<file path="config.mk">
export PLATFORM = sky130hd
export DESIGN_NAME = rect_dma_streamer
export DESIGN_NICKNAME = d
export VERILOG_FILES = /design/src/rtl/rect_pkg.sv /design/src/rtl/coord_resolver.sv /design/src/rtl/rect_dma_streamer.sv
export SDC_FILE = /design/constraint.sdc
export NUM_CORES = 1
export LEC_CHECK = 0
export CAP_MARGIN = 20
export CORE_UTILIZATION = 49
export DETAILED_ROUTE_END_ITERATION = 10
export PLACE_DENSITY = 0.85
export SYNTH_ARGS = -nofsm -noshare
export SYNTH_HDL_FRONTEND = slang
export SYNTH_SLANG_ARGS = --single-unit
</file>
<file path="constraint.sdc">
create_clock -name clk -period 3.2 [get_ports clk]
set_clock_uncertainty 0.1 [all_clocks]
set_input_delay 0.96 -clock clk [delete_from_list [all_inputs] [get_ports clk]]
set_output_delay 0.96 -clock clk [all_outputs]
set_load 0.01 [all_outputs]
</file>
<file path="src/rtl/rect_pkg.sv">
// Shared definitions for the rectangle DMA streamer: record layout constants,
// flag bit positions, FSM state encoding and cursor field select.
package rect_pkg;

  localparam int RECORD_WORDS = 6;
  localparam int FLAG_ABS     = 0;
  localparam int FLAG_HIDDEN  = 1;

  typedef enum logic [3:0] {
    ST_IDLE  = 4'd0,
    ST_PRIME = 4'd1,
    ST_FLAGS = 4'd2,
    ST_X     = 4'd3,
    ST_Y     = 4'd4,
    ST_W     = 4'd5,
    ST_H     = 4'd6,
    ST_COLOR = 4'd7,
    ST_DONE  = 4'd8
  } state_e;

  typedef enum logic {
    SEL_X = 1'b0,
    SEL_Y = 1'b1
  } coord_sel_e;

endpackage

</file>
<file path="src/rtl/coord_resolver.sv">
// Owns the running x/y cursor and resolves a record coordinate as either an
// absolute value (which also moves the cursor) or an offset from the cursor.
module coord_resolver
  import rect_pkg::*;
#(
  parameter int COORD_WIDTH = 16
) (
  input  logic                   clk,
  input  logic                   reset,
  input  logic                   enable,
  input  coord_sel_e             field_sel,
  input  logic                   abs_flag,
  input  logic [COORD_WIDTH-1:0] value,
  output logic [COORD_WIDTH-1:0] coord
);

  logic [COORD_WIDTH-1:0] cursor_x_r;
  logic [COORD_WIDTH-1:0] cursor_y_r;
  logic [COORD_WIDTH-1:0] cursor_s;

  // Resolve against the selected cursor; relative sums wrap modulo 2^COORD_WIDTH.
  always_comb begin
    cursor_s = cursor_x_r;
    if (field_sel == SEL_Y) begin
      cursor_s = cursor_y_r;
    end else begin
      cursor_s = cursor_x_r;
    end
    if (abs_flag) begin
      coord = value;
    end else begin
      coord = cursor_s + value;
    end
  end

  // Only absolute coordinates move the cursor; it survives across frames.
  always_ff @(posedge clk) begin
    if (reset) begin
      cursor_x_r <= {COORD_WIDTH{1'b0}};
      cursor_y_r <= {COORD_WIDTH{1'b0}};
    end else if (enable && abs_flag) begin
      if (field_sel == SEL_Y) begin
        cursor_y_r <= value;
      end else begin
        cursor_x_r <= value;
      end
    end
  end

endmodule

</file>
<file path="src/rtl/rect_dma_streamer.sv">
// Streams RECT_COUNT six-word rectangle records from data memory to the GPU
// loader, resolving coordinates and blanking the size of hidden records.
module rect_dma_streamer
  import rect_pkg::*;
#(
  parameter int COORD_WIDTH = 16,
  parameter int ADDR_WIDTH  = 16,
  parameter int RECT_COUNT  = 64,
  parameter int REC_WORDS   = 6
) (
  input  logic                  clk,
  input  logic                  reset,
  input  logic                  start,
  input  logic [ADDR_WIDTH-1:0] base_addr,
  output logic [ADDR_WIDTH-1:0] mem_addr,
  input  logic [15:0]           mem_din,
  output logic                  out_valid,
  output logic [15:0]           out_data,
  output logic                  busy,
  output logic                  done
);

  localparam int IDX_W = $clog2(RECT_COUNT + 1);
  localparam logic [IDX_W-1:0]      LAST_IDX  = IDX_W'(RECT_COUNT - 32'd1);
  localparam logic [IDX_W-1:0]      IDX_STEP  = {{(IDX_W-1){1'b0}}, 1'b1};
  localparam logic [ADDR_WIDTH-1:0] ADDR_STEP = {{(ADDR_WIDTH-1){1'b0}}, 1'b1};

  if (REC_WORDS != RECORD_WORDS || COORD_WIDTH > 16 || RECT_COUNT < 1) begin : g_param_check
    $error("rect_dma_streamer: unsupported parameter set");
  end

  state_e                  state_r, state_s;
  logic [ADDR_WIDTH-1:0]   mem_addr_r, mem_addr_s;
  logic [IDX_W-1:0]        rect_idx_r, rect_idx_s;
  logic                    abs_r, abs_s;
  logic                    hid_r, hid_s;
  logic                    out_valid_r, out_valid_s;
  logic [15:0]             out_data_r, out_data_s;
  logic                    busy_r, busy_s;
  logic                    done_r, done_s;
  coord_sel_e              field_sel_s;
  logic                    coord_en_s;
  logic [COORD_WIDTH-1:0]  coord_s;

  assign field_sel_s = (state_r == ST_Y) ? SEL_Y : SEL_X;
  assign coord_en_s  = (state_r == ST_X) || (state_r == ST_Y);

  coord_resolver #(
    .COORD_WIDTH (COORD_WIDTH)
  ) u_coord (
    .clk       (clk),
    .reset     (reset),
    .enable    (coord_en_s),
    .field_sel (field_sel_s),
    .abs_flag  (abs_r),
    .value     (mem_din[COORD_WIDTH-1:0]),
    .coord     (coord_s)
  );

  // Next-state and next-output logic; every output word is registered one cycle later.
  always_comb begin
    state_s     = state_r;
    mem_addr_s  = mem_addr_r;
    rect_idx_s  = rect_idx_r;
    abs_s       = abs_r;
    hid_s       = hid_r;
    out_valid_s = 1'b0;
    out_data_s  = 16'h0000;
    busy_s      = busy_r;
    done_s      = 1'b0;
    case (state_r)
      ST_IDLE: begin
        if (start) begin
          mem_addr_s = base_addr;
          busy_s     = 1'b1;
          state_s    = ST_PRIME;
        end else begin
          state_s    = ST_IDLE;
        end
      end
      ST_PRIME: begin
        mem_addr_s = mem_addr_r + ADDR_STEP;
        state_s    = ST_FLAGS;
      end
      ST_FLAGS: begin
        abs_s       = mem_din[FLAG_ABS];
        hid_s       = mem_din[FLAG_HIDDEN];
        out_valid_s = 1'b1;
        out_data_s  = 16'h0000;
        mem_addr_s  = mem_addr_r + ADDR_STEP;
        state_s     = ST_X;
      end
      ST_X, ST_Y: begin
        out_valid_s = 1'b1;
        out_data_s  = abs_r ? mem_din : 16'(coord_s);
        mem_addr_s  = mem_addr_r + ADDR_STEP;
        state_s     = (state_r == ST_X) ? ST_Y : ST_W;
      end
      ST_W, ST_H: begin
        out_valid_s = 1'b1;
        out_data_s  = hid_r ? 16'h0000 : 16'(mem_din[COORD_WIDTH-1:0]);
        mem_addr_s  = mem_addr_r + ADDR_STEP;
        state_s     = (state_r == ST_W) ? ST_H : ST_COLOR;
      end
      ST_COLOR: begin
        out_valid_s = 1'b1;
        out_data_s  = mem_din;
        mem_addr_s  = mem_addr_r + ADDR_STEP;
        if (rect_idx_r == LAST_IDX) begin
          state_s    = ST_DONE;
        end else begin
          rect_idx_s = rect_idx_r + IDX_STEP;
          state_s    = ST_FLAGS;
        end
      end
      ST_DONE: begin
        done_s     = 1'b1;
        busy_s     = 1'b0;
        rect_idx_s = {IDX_W{1'b0}};
        state_s    = ST_IDLE;
      end
      default: begin
        busy_s     = 1'b0;
        rect_idx_s = {IDX_W{1'b0}};
        state_s    = ST_IDLE;
      end
    endcase
  end

  // State and output registers; reset abandons any frame in flight.
  always_ff @(posedge clk) begin
    if (reset) begin
      state_r     <= ST_IDLE;
      mem_addr_r  <= {ADDR_WIDTH{1'b0}};
      rect_idx_r  <= {IDX_W{1'b0}};
      abs_r       <= 1'b0;
      hid_r       <= 1'b0;
      out_valid_r <= 1'b0;
      out_data_r  <= 16'h0000;
      busy_r      <= 1'b0;
      done_r      <= 1'b0;
    end else begin
      state_r     <= state_s;
      mem_addr_r  <= mem_addr_s;
      rect_idx_r  <= rect_idx_s;
      abs_r       <= abs_s;
      hid_r       <= hid_s;
      out_valid_r <= out_valid_s;
      out_data_r  <= out_data_s;
      busy_r      <= busy_s;
      done_r      <= done_s;
    end
  end

  assign mem_addr  = mem_addr_r;
  assign out_valid = out_valid_r;
  assign out_data  = out_data_r;
  assign busy      = busy_r;
  assign done      = done_r;

endmodule

</file>
Word-level counts from Yosys, hierarchy flattened
Index checks and enable logic that the tools add are counted.

word-level totals
  bits in registers = 80
  output and inout port bits = 35
  word-level logic and storage cells = 60

operators by class
  $add $sub $neg = 3
  equal/unequal tests = 11
  multiplexer cells = 18
  bitwise operators = 3
  reduce and logical (&&, ||, !) cells = 14

operators with widths
  operator                                        count
  2-to-1 mux 16 bit                               4
  one-hot mux 16 bit (3 select lines)             1
  one-hot mux 16 bit (2 select lines)             1
  one-hot mux 4 bit (6 select lines)              1
  adder 16 x 1 -> 16 bit (second input constant)  1
  adder 16 bit                                    1
  == test 4 x 3 -> 1 bit (second input constant)  4
  one-hot mux 7 bit (2 select lines)              1
  OR reduction 7 bit                              2
  AND reduction 2 bit                             5
  == test 4 x 2 -> 1 bit (second input constant)  2
  adder 7 x 1 -> 7 bit (second input constant)    1
  == test 7 x 6 -> 1 bit (second input constant)  1
  2-to-1 mux 1 bit                                7
  2-to-1 mux 7 bit                                1
  OR reduction 6 bit                              1
  == test 4 x 1 -> 1 bit (second input constant)  1
  == test 4 bit (second input constant)           1
  logical NOT 4 bit                               1
  2-to-1 mux 4 bit                                1
  inequality test 2 bit (second input constant)   2
  OR reduction 2 bit                              2
  NOT 1 bit                                       3
  one-hot mux 1 bit (2 select lines)              1
  other kinds (3)                                 3

Logic depth before layout (Yosys ltp)
  depth after elaboration = 6
  gate-level depth with buffers = 13

Hierarchy
From an unflattened synthesis, not the netlist that was laid out.

second synthesis, totals
  cells, all modules = 551
  area, all modules = 4,505.6 µm²

modules (own cells, without submodules)
  module             times used  cells an instance  area each (µm²)
  rect_dma_streamer  1           257                2,289.7
  coord_resolver     1           294                2,215.9

Worst setup path after synthesis
Ideal clock, no wire load.

  path type = register -> register
  start = register state_r[1]
  end = register out_data_r[13] (netlist: out_data[13])
  arrival time = 3,203 ps
  required time = 3,038 ps
  path slack = -165 ps
  stages on the path, launching flop included = 13
  clock period less this slack = 3,365 ps
  path through = dfxtp_1 -> buf_6 -> or3b_4 -> nor2_4 -> buf_2 -> mux2_2 -> ha_1 -> a21oi_1 -> a21oi_1 -> o21ai_0 -> a31oi_1 -> or4b_1 -> nand3_1

between the ends
  word-level cells in the longest chain between the ends = 6
  elaborated cells between the ends (all ways) = 12

ends and longest elaborated chain
  what                                   line                                              text
  from (decl)                            rect_dma_streamer.sv:32                           state_e state_r, state_s;
  from (signal assigned)                 rect_dma_streamer.sv:143                          state_r <= state_s;
  == test 4 x 3 -> 1 bit                 rect_dma_streamer.sv:45, rect_dma_streamer.sv:71
  2-to-1 mux 1 bit                       rect_dma_streamer.sv:45                           assign field_sel_s = (state_r == ST_Y) ? SEL_Y : SEL_X;
  2-to-1 mux 16 bit                      coord_resolver.sv:24                              if (field_sel == SEL_Y) begin
  adder 16 bit                           coord_resolver.sv:32                              coord = cursor_s + value;
  2-to-1 mux 16 bit                      rect_dma_streamer.sv:95                           out_data_s = abs_r ? mem_din : 16'(coord_s);
  one-hot mux 16 bit (3 select lines) *  rect_dma_streamer.sv:71                           case (state_r)
  to (signal assigned)                   rect_dma_streamer.sv:149                          out_data_r <= out_data_s;
  to (decl)                              rect_dma_streamer.sv:38                           logic [15:0] out_data_r, out_data_s;

Every way passes the cells marked *; elsewhere a longest branch is shown, timed or not.
A chain may end at the register's enable or synchronous reset.

Worst setup path in the final report
  start = register state_r[2]
  end = register out_data_r[13] (netlist: out_data[13])

Same word-level chain as after synthesis.

==> impl_metrics.toml <==
[finish]
regArea_um2 = 1600
final_area_um2 = 5450
syn2layout_area_growth_pct = 25.9
drive_above_1_share_pct = 12.0
fillers = 662
multi_input_area_um2 = 2580
antenna_cells = 0
stdcell_count = 729
nets = 678

[synthesis]
seq_area_frac_synth_pct = 37.0
synth_largest_area_cell = "dfxtp_1"
synth_top_area_share_pct = 37.0
yosys.cell_types.count = 60
synthFlopType = "dfxtp_1"
yosys_warnings = 0
yosys-top-cells-area = "dfxtp_1, nand2_1, a21oi_1"
syn_inst = 544
syn_area_per_cell_um2 = 7.96
syn_area_um2 = 4330
synth_edf_count = 0
synthArstFlopShare_pct = 0
synth-seq-cells = 80
syn_nets = 601

[job]
max_cap_viol_count = 0

[placed_design]
dp_cells = 712
post_dp_cell_area_um2 = 5200
place_congestion = 0.933
hpwlAfterDp_mm = 7.71
portBuffers = 69

[sta]
finalSetupViolCount = 0
finalCriticalPeriod_ns = 3.10
slew_headroom_pct = 49.0
finalCritPeriodShare_pct = 96.7
hold_viol_final = 0
worst_pin_slew_ns = 0.762
slew_violations = 0
fmax_mhz = 323

[clocking]
clk_pin_slew_ns = 0.08
cts_inserted_buffers = 9
hold_buffers = 0
cts_tree = "done"
cts.sinks = 80
clockBufferDepth = 2
cts_root_buffer = "clkbuf_8"
cts.htree.levels = 3
clk_latency_ns = 0.35

[detailed_routing]
ant_nets = 0
wirelength_mm = 11.3
vias_per_cell = 5.87
first_pass_iters = 5
vias = 4282
wl_per_cell_um = 15.4
drc = 0
drt_iter0_markers = 316

[outcome]
status = "completed"

[pwr]
powerDensity_nw_per_um2 = 408
share_clk_of_total_power_pct = 33.9
p_seq_share_pct = 48.3
total_power_mw = 2.22
peakVddDrop_v = 0.000244
pwr-share-comb_pct = 17.9
switching_share_pct = 27.1
p_int_mw = 1.62
power_switching_mw = 0.603
p_leak_nw = 2.09

[global_route]
grt_max_degree = 55
antenna_found_initial = 0
grt_overflow = 0
grt_use_total_pct = 25.2
grt_pass1_vias = 4063
grt_first_pass_wirelength_mm = 18.2

[floorplanning]
die_w_um = 96.0
dieArea_um2 = 9220
rows = 33
fp.dieH_um = 96.0
initial_utilization_pct = 51.6
core_um2 = 8380
io_pins = 70

[worst_setup_path]
cp-endpoint = "out_data[13]"
cp-end-kind = "flop"
cp-start-kind = "flop"
critPathArrivalTime_ns = 3.29
worstSetupStartpoint = "state_r[2]"
r2r_slack_ns = 0.10
worstReg2RegEnd = "out_data[13]"
r2r.worst_path.cells = 11
r2r_start = "state_r[2]"
crit_type = "reg2reg"
crit_required_ns = 3.39
worst-path-max-fanout = 5

[worst_hold_path]
hp-class = "reg2reg"
-- sequential cells by signal, summed over array words and instances, names as in the netlist --
name,cells
state_r,4
hid_r,1
mem_addr,16
u_coord.cursor_y_r,16
u_coord.cursor_x_r,16
abs_r,1
out_valid,1
out_data,16
busy,1
done,1
rect_idx_r,7
-- layer usage --
metal / vias to the layer above / track usage, % / part of all wire, %
li1: 2074 / - / -
met1: 2047 / 31.7 / 44
met2: 137 / 41.9 / 49
met3: 24 / 2.84 / 4.4
met4: 0 / 13.9 / 2.3
met5: - / 0 / 0
-- cell usage in the layout, fill, tap and decap left out, types with 3 or more instances in the layout --
| master | count |
|---|---|
| nand3b_1 | 4 |
| nand3_1 | 19 |
| and4_1 | 4 |
| nor3_1 | 12 |
| a21oi_2 | 3 |
| o21ai_0 | 23 |
| dfxtp_1 | 80 |
| clkbuf_8 | 11 |
| a221oi_1 | 3 |
| o22ai_1 | 6 |
| a21o_1 | 5 |
| and2_1 | 3 |
| buf_4 | 26 |
| nand2_1 | 92 |
| xnor2_1 | 12 |
| a31oi_1 | 6 |
| nor3b_1 | 5 |
| clkdlybuf4s50_1 | 68 |
| o21a_1 | 4 |
| a22oi_1 | 8 |
| ha_1 | 20 |
| nor2_1 | 52 |
| xor2_1 | 5 |
| mux2i_1 | 3 |
| a21oi_1 | 64 |
| inv_1 | 9 |
| mux2_2 | 15 |
| nand4_1 | 6 |
| and3_1 | 6 |
-- power by group through the flow --
stage	logic (mW)	clock network, mW	registers (mW)
global route	0.432	0.806	1.08
global placement	0.378	0	1.09
floorplan	0.206	0	1.10
finish	0.398	0.753	1.07
CTS	0.392	0.757	1.07
detailed placement	0.391	0	1.09
-- what timing repair did --
action / 4_1_cts / 5_1_grt
resized for setup: 1 / 8
pin swaps: 0 / 6
buffers inserted: 0 / 3
endpoints found under the setup margin: 1 / 5
hold endpoints to repair: 0 / 0
gates cloned: 0 / 0
-- synthesized netlist by cell type, types with 3 or more instances --
cell / instances
mux2_2: 15
nor2_1: 52
clkbuf_1: 23
a21o_1: 5
nand3_1: 19
nand2_1: 93
and3_1: 6
dfxtp_1: 80
mux2i_1: 3
a211oi_1: 3
xnor2_1: 12
o21ai_0: 25
o22ai_1: 6
a221oi_1: 3
nand4_1: 6
xor2_1: 5
inv_1: 9
ha_1: 21
a21oi_1: 67
nand3b_1: 4
and2_1: 3
nor3_1: 12
and4_1: 4
buf_6: 3
nor3b_1: 5
a31oi_1: 6
a22oi_1: 8
o21a_1: 4
-- layout make-up --
cell class / count / area share [%]
inverter: 9 / 0.620
tap: 105 / 2.41
sequential: 80 / 29.4
clock inverter: 3 / 0.781
clock buffer: 11 / 2.78
timing repair buffer: 97 / 16.6
multi-input combinational: 424 / 47.4
-- worst min path at each step --
stage	from	to	slack [ns]	cells after the start
CTS	rect_idx_r[6]	rect_idx_r[6]	0.35	1
finish	rect_idx_r[6]	rect_idx_r[6]	0.35	1
global placement	rect_idx_r[6]	rect_idx_r[6]	0.33	1
detailed placement	rect_idx_r[6]	rect_idx_r[6]	0.34	1
global route	rect_idx_r[6]	rect_idx_r[6]	0.36	1
floorplan	rect_idx_r[6]	rect_idx_r[6]	0.33	1
-- stage by stage --
stage	util, %	TNS, ns	setup WS (ns)	hold WS (ns)
global route	65.0	-0.0955	-0.0325	0.358
CTS	64.4	0	0.0123	0.346
finish	65.0	0	0.104	0.346
floorplan	-	0	0.0141	0.328
detailed placement	62.1	-0.158	-0.116	0.336
global placement	62.1	-0.0623	-0.0534	0.332
-- kinds of logic (layout without fill, tap and decap cells) --
kind of cell    after synthesis  after routing  share of synthesized area (%)
flops                        80             80                           37.0
xor+xnor                     17             17                           3.44
compound gates              144            144                           20.1
fa+ha+maj                    22             22                           6.53
buf+inv                      40            120                           4.22
mux                          18             18                           4.60
simple gates                223            223                           24.2
-- critical path: stages, from the launching register on --
cell	delay (ns)
dfxtp_1	0.33
or3b_4	0.40
nor2_4	0.16
buf_6	0.15
mux2_2	0.36
ha_4	0.22
a21o_1	0.15
a211o_1	0.28
o21ai_2	0.18
a31oi_1	0.13
or4b_1	0.51
nand3_1	0.09
No activity file was read; power rests on OpenSTA's default activity.
